File: src/rtl/pll_cfg_seq.sv
// rtl/pll_cfg_seq.sv - PLL reset/divider configuration and lock qualification sequencer
module pll_cfg_seq #(
   parameter int REF_DEV_WIDTH = 4,
   parameter int FB_DIV_WIDTH  = 8,
   parameter int RST_CYCLES    = 16,
   parameter int LOCK_STABLE   = 8,
   parameter int LOCK_TIMEOUT  = 65535
) (
   input  logic                     clk_i,
   input  logic                     rst_i,
   input  logic                     req_valid_i,
   output logic                     req_ready_o,
   input  logic [REF_DEV_WIDTH-1:0] req_refdiv_i,
   input  logic [FB_DIV_WIDTH-1:0]  req_fbdiv_i,
   output logic                     pll_arst_no,
   output logic [REF_DEV_WIDTH-1:0] pll_refdiv_o,
   output logic [FB_DIV_WIDTH-1:0]  pll_fbdiv_o,
   input  logic                     pll_locked_i,
   output logic                     busy_o,
   output logic                     locked_o,
   output logic                     lost_lock_o,
   output logic                     error_o
);
   localparam int RC_W = $clog2(RST_CYCLES) + 1;
   localparam int ST_W = $clog2(LOCK_STABLE) + 1;
   localparam int TO_W = $clog2(LOCK_TIMEOUT) + 1;
   localparam logic [RC_W-1:0] RC_LOAD = RC_W'(RST_CYCLES - 1);
   localparam logic [ST_W-1:0] ST_LAST = ST_W'(LOCK_STABLE - 1);
   localparam logic [TO_W-1:0] TO_LAST = TO_W'(LOCK_TIMEOUT - 1);

   typedef enum logic [2:0] {
      ST_IDLE,
      ST_RESET,
      ST_WAIT_LOCK,
      ST_LOCKED,
      ST_ERROR
   } state_t;

   state_t                   state_q;
   logic                     sync1_q, sync2_q;
   logic [RC_W-1:0]          rst_cnt_q;
   logic [ST_W-1:0]          stb_cnt_q;
   logic [TO_W-1:0]          to_cnt_q;
   logic                     arst_n_q, locked_q, lost_q, error_q;
   logic [REF_DEV_WIDTH-1:0] refdiv_q;
   logic [FB_DIV_WIDTH-1:0]  fbdiv_q;

   logic lock_s, accept, div_zero;

   assign lock_s      = sync2_q;
   assign req_ready_o = (state_q == ST_IDLE) | (state_q == ST_LOCKED) | (state_q == ST_ERROR);
   assign busy_o      = (state_q == ST_RESET) | (state_q == ST_WAIT_LOCK);
   assign accept      = req_valid_i & req_ready_o & ~rst_i;
   assign div_zero    = (req_refdiv_i == '0) | (req_fbdiv_i == '0);

   assign pll_arst_no  = arst_n_q;
   assign pll_refdiv_o = refdiv_q;
   assign pll_fbdiv_o  = fbdiv_q;
   assign locked_o     = locked_q;
   assign lost_lock_o  = lost_q;
   assign error_o      = error_q;

   always_ff @(posedge clk_i) begin
      if (rst_i) begin
         state_q   <= ST_IDLE;
         sync1_q   <= 1'b0;
         sync2_q   <= 1'b0;
         rst_cnt_q <= '0;
         stb_cnt_q <= '0;
         to_cnt_q  <= '0;
         arst_n_q  <= 1'b0;
         locked_q  <= 1'b0;
         lost_q    <= 1'b0;
         error_q   <= 1'b0;
         refdiv_q  <= '0;
         fbdiv_q   <= '0;
      end else begin
         sync1_q <= pll_locked_i;
         sync2_q <= sync1_q;
         lost_q  <= 1'b0;
         // An accepted request overrides whatever the current state would do, including a lock drop.
         if (accept) begin
            arst_n_q <= 1'b0;
            locked_q <= 1'b0;
            if (div_zero) begin
               state_q <= ST_ERROR;
               error_q <= 1'b1;
            end else begin
               state_q   <= ST_RESET;
               error_q   <= 1'b0;
               refdiv_q  <= req_refdiv_i;
               fbdiv_q   <= req_fbdiv_i;
               rst_cnt_q <= RC_LOAD;
            end
         end else begin
            case (state_q)
               ST_RESET: begin
                  if (rst_cnt_q == '0) begin
                     arst_n_q  <= 1'b1;
                     state_q   <= ST_WAIT_LOCK;
                     to_cnt_q  <= '0;
                     stb_cnt_q <= '0;
                  end else begin
                     rst_cnt_q <= rst_cnt_q - RC_W'(1);
                  end
               end
               ST_WAIT_LOCK: begin
                  to_cnt_q  <= to_cnt_q + TO_W'(1);
                  stb_cnt_q <= lock_s ? stb_cnt_q + ST_W'(1) : '0;
                  if (lock_s && (stb_cnt_q == ST_LAST)) begin
                     state_q  <= ST_LOCKED;
                     locked_q <= 1'b1;
                  end else if (to_cnt_q == TO_LAST) begin
                     state_q  <= ST_ERROR;
                     error_q  <= 1'b1;
                     arst_n_q <= 1'b0;
                  end
               end
               ST_LOCKED: begin
                  if (!lock_s) begin
                     lost_q    <= 1'b1;
                     locked_q  <= 1'b0;
                     state_q   <= ST_WAIT_LOCK;
                     to_cnt_q  <= '0;
                     stb_cnt_q <= '0;
                  end
               end
               default: ;
            endcase
         end
      end
   end
endmodule

File: config.mk
export PLATFORM = sky130hd
export DESIGN_NAME = pll_cfg_seq
export DESIGN_NICKNAME = d
export VERILOG_FILES = /design/src/rtl/pll_cfg_seq.sv
export SDC_FILE = /design/constraint.sdc
export NUM_CORES = 1
export LEC_CHECK = 0
export ABC_AREA = 1
export CAP_MARGIN = 15
export CORE_MARGIN = 3
export CORE_UTILIZATION = 30
export CTS_CLUSTER_SIZE = 14
export DETAILED_ROUTE_END_ITERATION = 8
export PLACE_DENSITY = 0.57
export SKIP_LAST_GASP = 1
export SLEW_MARGIN = 40
export SYNTH_ARGS = -nofsm -noshare
export SYNTH_HDL_FRONTEND = slang
export SYNTH_SLANG_ARGS = --single-unit
export TNS_END_PERCENT = 100
File: constraint.sdc
create_clock -name clk_i -period 4.06 [get_ports clk_i]
set_input_delay 0.406 -clock clk_i [delete_from_list [all_inputs] [get_ports clk_i]]
set_output_delay 0.406 -clock clk_i [all_outputs]
set_load 0.03 [all_outputs]
Word level (Yosys, flattened, before mapping) --
Cells that the tools add are included.
Word-level totals: bits in registers 47, bits of input ports 16, logic and storage cells 94
Operators by class: add/subtract/negate cells 3, eq/ne operators 17, multiplexer cells 31, bitwise gates (word level) 10, reductions and logical operators 21
Operator list (number):
- $pmux 17 s3 | 1
- $mux 17 | 2
- $mux 5 | 4
- $mux 3 | 6
- $add 17x1->17 const B | 1
- $eq 17x16->1 const B | 1
- $mux 4 | 3
- $pmux 4 s3 | 1
- $reduce_and 4->1 | 3
- $mux 1 | 11
- $ne 2x2->1 const B | 5
- $reduce_bool 2->1 | 5
- $pmux 3 s3 | 1
- $reduce_and 3->1 | 3
- $logic_not 8->1 | 1
- $eq 3x2->1 const B | 2
- $ne 2x1->1 const B | 3
- $logic_not 5->1 | 1
- $sub 5x1->5 const B | 1
- $add 4x1->4 const B | 1
- $eq 4x3->1 const B | 1
- $logic_not 4->1 | 1
- $ne 4x2->1 const B | 1
- $not 1->1 | 4
- 14 further kinds | 19

Logic depth before layout (Yosys ltp) --
depth in word-level cells 7, gate-level depth with buffers 10

Least setup slack after synthesis --
OpenSTA, ideal clock, no wires.
kind register to register, start register rst_cnt_q[0], end register to_cnt_q[14], library setup time 0.132 ns, arrival time 1.269 ns, required time 3.928 ns, path slack 2.659 ns, cell stages (with the launch flop) 11, path buffers 1, period minus slack after synthesis 1.401 ns, path through dfxtp_1 -> inv_1 -> ha_1 -> nand2_1 -> nor2_1 -> nor2_2 -> nor2_2 -> nand2_4 -> buf_8 -> nand2_1 -> a21oi_2
Between the ends: longest elaborated chain between the ends 3
Ends and longest elaborated chain:
- from (decl) | line 41 | logic [RC_W-1:0] rst_cnt_q;
- from (signal assigned) | line 104 | rst_cnt_q <= rst_cnt_q - RC_W'(1);
- $logic_not 5->1 | line 98 | if (rst_cnt_q == '0) begin
- $ne 2x1->1 (no source line)
- $reduce_and 4->1 (no source line)
- to (signal assigned) | line 108 | to_cnt_q <= to_cnt_q + TO_W'(1);
- to (decl) | line 43 | logic [TO_W-1:0] to_cnt_q;
No other way between the ends. A chain may end at the register's enable or synchronous reset.

Final worst setup path --
start register state_q[0], end output port busy_o
Between the ends: longest elaborated chain between the ends 2, elaborated cells between the ends (all ways) 3
Ends and longest elaborated chain:
- from (decl) | line 39 | state_t state_q;
- from (signal assigned) | line 65 | state_q <= ST_IDLE;
- from (signal assigned) | line 86 | state_q <= ST_ERROR;
- from (signal assigned) | line 89 | state_q <= ST_RESET;
- $eq 3x1->1 or $eq 3x2->1 (tied branches) | line 52 | assign busy_o = (state_q == ST_RESET) | (state_q == ST_WAIT_LOCK);
- $or 1x1->1 * | line 52
- to (decl) | line 19 | output logic busy_o,
Mark *: on every way between the ends. The rest lies on a longest branch, timed or not.

==> flow_results.xml <==
<?xml version="1.0" encoding="UTF-8"?>
<metrics>
  <group name="timing">
    <metric name="grt_setup_unrepaired" unit="">false</metric>
    <metric name="worst_slew_pin_slew" unit="ns">0.579</metric>
    <metric name="final.setup_skew" unit="ns">0.00572</metric>
    <metric name="timing.final.setup_violations" unit="">0</metric>
    <metric name="worst_slew_margin_rel" unit="%">61.2</metric>
    <metric name="final.setup.tns" unit="ns">0</metric>
    <metric name="report.final.hold_viol_count" unit="">0</metric>
    <metric name="period_share" unit="%">54.6</metric>
    <metric name="period_minus_slack" unit="ns">2.22</metric>
    <metric name="achievable-frequency" unit="GHz">0.451</metric>
    <metric name="post-route-worst-setup-slack" unit="ns">1.84</metric>
    <metric name="report.final.slew_viol_count" unit="">0</metric>
  </group>
  <group name="finish">
    <metric name="antenna-diode-count" unit="">0</metric>
    <metric name="area_delta_synth_final" unit="%">18.0</metric>
    <metric name="final_net_count" unit="">407</metric>
    <metric name="post_layout_util" unit="%">37.2</metric>
    <metric name="filler_cell_count" unit="">905</metric>
    <metric name="final_layout_size_suffix_gt1_share" unit="%">18.1</metric>
  </group>
  <group name="synthesis">
    <metric name="ys_dominant_reg_cell" unit="">sky130_fd_sc_hd__dfxtp_1</metric>
    <metric name="list_of_most_frequent_post_synthesis_cells" unit="">sky130_fd_sc_hd__nand2_1, sky130_fd_sc_hd__dfxtp_1, sky130_fd_sc_hd__nand3_1</metric>
    <metric name="share_of_the_synthesized_area_in_the_top_cell_type" unit="%">35.6</metric>
    <metric name="synthMostInstantiatedCell" unit="">sky130_fd_sc_hd__nand2_1</metric>
    <metric name="mappedNetlistNets" unit="">375</metric>
    <metric name="synth.ff_latch_count" unit="">47</metric>
    <metric name="proportion_of_synthesized_chip_area_in_sequential_cells" unit="%">35.6</metric>
    <metric name="synthCells" unit="">354</metric>
    <metric name="synth-edff-count" unit="">0</metric>
    <metric name="synthDistinctLibCells" unit="">35</metric>
    <metric name="synthesis.area_per_instance" unit="um2">7.46</metric>
    <metric name="synth_area_leaders" unit="">sky130_fd_sc_hd__dfxtp_1, sky130_fd_sc_hd__nand2_1, sky130_fd_sc_hd__nand3_1, sky130_fd_sc_hd__inv_1, sky130_fd_sc_hd__nand3_2</metric>
    <metric name="synth_top_area_cell" unit="">sky130_fd_sc_hd__dfxtp_1</metric>
    <metric name="synth_warnings" unit="">0</metric>
    <metric name="async_s_r_ff_share_synth" unit="%">0</metric>
    <metric name="synth.cell_area" unit="um2">2640</metric>
  </group>
  <group name="die">
    <metric name="floorplan.rows" unit="">33</metric>
    <metric name="floorplan.die_area" unit="um2">9960</metric>
    <metric name="die_w" unit="um">99.8</metric>
    <metric name="floorplan.die.height" unit="um">99.8</metric>
    <metric name="boundaryPins" unit="">34</metric>
    <metric name="core_area" unit="um2">8380</metric>
    <metric name="starting_density_of_the_core" unit="%">31.5</metric>
  </group>
  <group name="power">
    <metric name="cell_internal_pwr" unit="mW">0.738</metric>
    <metric name="power_spent_charging_and_discharging_nets" unit="mW">0.412</metric>
    <metric name="combinationalPowerShare" unit="%">28.6</metric>
    <metric name="p_clk_share" unit="%">25.7</metric>
    <metric name="power.density_cell_area" unit="nW/um2">369</metric>
    <metric name="reg_power_share" unit="%">45.6</metric>
    <metric name="power.leakage" unit="nW">1.15</metric>
    <metric name="power.switching_fraction" unit="%">35.8</metric>
    <metric name="ir_drop" unit="uV">187</metric>
  </group>
  <group name="cts">
    <metric name="cts_max_level" unit="">2</metric>
    <metric name="insertion_delay" unit="ns">0.30</metric>
    <metric name="reg_clk_slew_reported_paths" unit="ns">0.10</metric>
    <metric name="cts.repair_timing.setup_buffer_count" unit="">0</metric>
    <metric name="tritoncts.num_buffers" unit="">5</metric>
    <metric name="postCtsHoldBufs" unit="">0</metric>
    <metric name="tritoncts" unit="">done</metric>
    <metric name="cts_resized" unit="">0</metric>
    <metric name="clock-sinks" unit="">47</metric>
    <metric name="ctsRootBufferMaster" unit="">sky130_fd_sc_hd__clkbuf_8</metric>
    <metric name="clock_path_buffers" unit="">2</metric>
  </group>
  <group name="route">
    <metric name="detailroute.via_count" unit="">2372</metric>
    <metric name="route.top_layer_used" unit="">met4</metric>
    <metric name="drt-vias-per-instance" unit="">4.82</metric>
    <metric name="wl_per_cell" unit="um">12.0</metric>
    <metric name="detail-route-antenna-nets" unit="">0</metric>
    <metric name="route.final.wire_length" unit="um">5910</metric>
    <metric name="initial_drc_count" unit="">74</metric>
    <metric name="wl_met2" unit="um">2700</metric>
    <metric name="drt_pre_antenna_iters" unit="">6</metric>
    <metric name="wl_met3" unit="um">344</metric>
    <metric name="drc" unit="">0</metric>
    <metric name="met1_length" unit="um">2800</metric>
  </group>
  <group name="critical_path">
    <metric name="worst-r2r-setup-slack" unit="ns">2.33</metric>
    <metric name="timing.rr.start" unit="">state_q[0]</metric>
    <metric name="crit_path_max_incr_delay" unit="ns">0.72</metric>
    <metric name="length_in_cells_of_the_worst_reg_to_reg_path" unit="">5</metric>
    <metric name="crit_path_end" unit="">busy_o</metric>
    <metric name="worstPathCellList" unit="">inv_2 -&gt; nand3_1 -&gt; nand2_1 -&gt; clkdlybuf4s50_1</metric>
    <metric name="cp_data_arrival_time" unit="ns">1.81</metric>
    <metric name="r2r-end" unit="">stb_cnt_q[3]</metric>
    <metric name="critical_path.endpoint_type" unit="">output port</metric>
    <metric name="crit_path_launch_type" unit="">flip-flop</metric>
    <metric name="crit_fanout" unit="">6</metric>
    <metric name="worstSetupPathType" unit="">reg2out</metric>
    <metric name="cp_slowest_cell" unit="">sky130_fd_sc_hd__clkdlybuf4s50_1</metric>
    <metric name="cp.required" unit="ns">3.65</metric>
    <metric name="setup.worst_path.start" unit="">state_q[0]</metric>
  </group>
  <group name="global_route">
    <metric name="grt_start_max_net_pins" unit="">30</metric>
    <metric name="grt_overflow_total" unit="">0</metric>
    <metric name="grt_use_total" unit="%">12.8</metric>
    <metric name="grt_first_pass_wirelength" unit="um">10700</metric>
    <metric name="via_count_of_the_first_global_routing_pass" unit="">2416</metric>
    <metric name="initial_antenna_violation_count" unit="">0</metric>
  </group>
  <group name="place">
    <metric name="final_wtd_congestion" unit="">0.755</metric>
    <metric name="pre_cts_slack" unit="ns">1.57</metric>
    <metric name="port_buffer_cells" unit="">33</metric>
    <metric name="hpwl" unit="um">4290</metric>
  </group>
  <group name="flow_run">
    <metric name="max_cap_viols" unit="">0</metric>
  </group>
  <group name="hold_path">
    <metric name="hold_crit_class" unit="">reg2reg</metric>
  </group>
  <group name="run_status">
    <metric name="outcome" unit="">completed</metric>
  </group>
</metrics>
-- area by class of cell --
cell class / instances / area (um2) / area share (%)
Clock inverter: 3 / 22.5 / 0.723
Tap cell: 105 / 131 / 4.22
Clock buffer: 5 / 68.8 / 2.21
Timing Repair Buffer: 34 / 338 / 10.8
Sequential cell: 47 / 941 / 30.2
Inverter: 39 / 151 / 4.86
Multi-Input combinational cell: 259 / 1460 / 46.9
-- power groups by stage --
| stage | registers [mW] | logic, mW | clock network, mW |
|---|---|---|---|
| after floorplan | 0.561 | 0.220 | 0 |
| after global placement | 0.536 | 0.328 | 0 |
| after CTS | 0.525 | 0.334 | 0.308 |
| after global routing | 0.530 | 0.368 | 0.326 |
| final | 0.525 | 0.330 | 0.296 |
| after detailed placement | 0.535 | 0.331 | 0 |
-- worst max-delay path: cells and delay by family (launching register included) --
family,cells,cell delay [ns]
buf+inv,2,0.85
flops,1,0.35
simple gates,2,0.30
-- cell usage in the layout (no fill, tap or decap) --
cell type                         count
sky130_fd_sc_hd__nand3_4              1
sky130_fd_sc_hd__inv_2                3
sky130_fd_sc_hd__a21oi_1             23
sky130_fd_sc_hd__nor2_4               1
sky130_fd_sc_hd__clkbuf_8             5
sky130_fd_sc_hd__nand2_8              1
sky130_fd_sc_hd__clkdlybuf4s50_1     33
sky130_fd_sc_hd__nand2_1             75
sky130_fd_sc_hd__inv_6                3
sky130_fd_sc_hd__nand3_1             40
sky130_fd_sc_hd__nor2_2               2
sky130_fd_sc_hd__ha_1                 5
sky130_fd_sc_hd__clkinv_1             1
sky130_fd_sc_hd__o21bai_1             3
sky130_fd_sc_hd__o21ai_1              2
sky130_fd_sc_hd__nor2_1              32
sky130_fd_sc_hd__nor3_1               3
sky130_fd_sc_hd__or2_2                8
sky130_fd_sc_hd__a21oi_2             10
sky130_fd_sc_hd__inv_1               34
sky130_fd_sc_hd__nor2_8               1
sky130_fd_sc_hd__buf_4                1
sky130_fd_sc_hd__clkinv_2             1
sky130_fd_sc_hd__o21ai_2              8
sky130_fd_sc_hd__a31o_2               2
sky130_fd_sc_hd__nand3_2             12
sky130_fd_sc_hd__nand4_1             13
sky130_fd_sc_hd__xor2_1               1
sky130_fd_sc_hd__o21ai_0              4
sky130_fd_sc_hd__nand2_2              7
sky130_fd_sc_hd__dfxtp_1             47
sky130_fd_sc_hd__nand2_4              4
sky130_fd_sc_hd__xnor2_1              1
-- cells by family after synthesis --
| family | count (synthesis) | share of synthesized area, % |
|---|---|---|
| AND/OR/NAND/NOR | 200 | 39.3 |
| AO/OA/AOI/OAI | 52 | 13.0 |
| buffers and inverters | 48 | 9.00 |
| flip-flops | 47 | 35.6 |
| adder cells (fa/ha/maj) | 5 | 2.37 |
| XOR/XNOR | 2 | 0.664 |
-- worst min-delay path by stage --
stage	from	endpoint	slack, ns	cells after the start
after floorplan	sync1_q	lock_s	0.39	2
after global placement	sync1_q	lock_s	0.39	2
after detailed placement	sync1_q	lock_s	0.39	2
after CTS	sync1_q	lock_s	0.41	2
after global routing	sync1_q	lock_s	0.42	2
final	sync1_q	lock_s	0.41	2
-- through the flow --
step | hold WS (ns) | area, um2 | std cells | power (mW)
floorplan | 0.388 | 2640 | 354 | 0.781
global route | 0.420 | 3110 | 492 | 1.22
detailed placement | 0.392 | 3020 | 484 | 0.866
CTS | 0.407 | 3110 | 492 | 1.17
global placement | 0.392 | 3020 | 484 | 0.864
finish | 0.406 | 3110 | 492 | 1.15
-- state kept, by name (all words and copies together), names as in the netlist --
signal        count
error_o           1
lock_s            1
locked_o          1
lost_lock_o       1
pll_arst_no       1
pll_fbdiv_o       8
pll_refdiv_o      4
rst_cnt_q         5
state_q           3
stb_cnt_q         4
sync1_q           1
to_cnt_q         17
-- per-layer routing --
metal / vias up / GRT usage [%]
li1: 1235 / -
met1: 1069 / 16.5
met2: 62 / 20.7
met3: 6 / 3.82
met4: 0 / 3.89
met5: - / 0
Power figures use the tool's default switching activity.
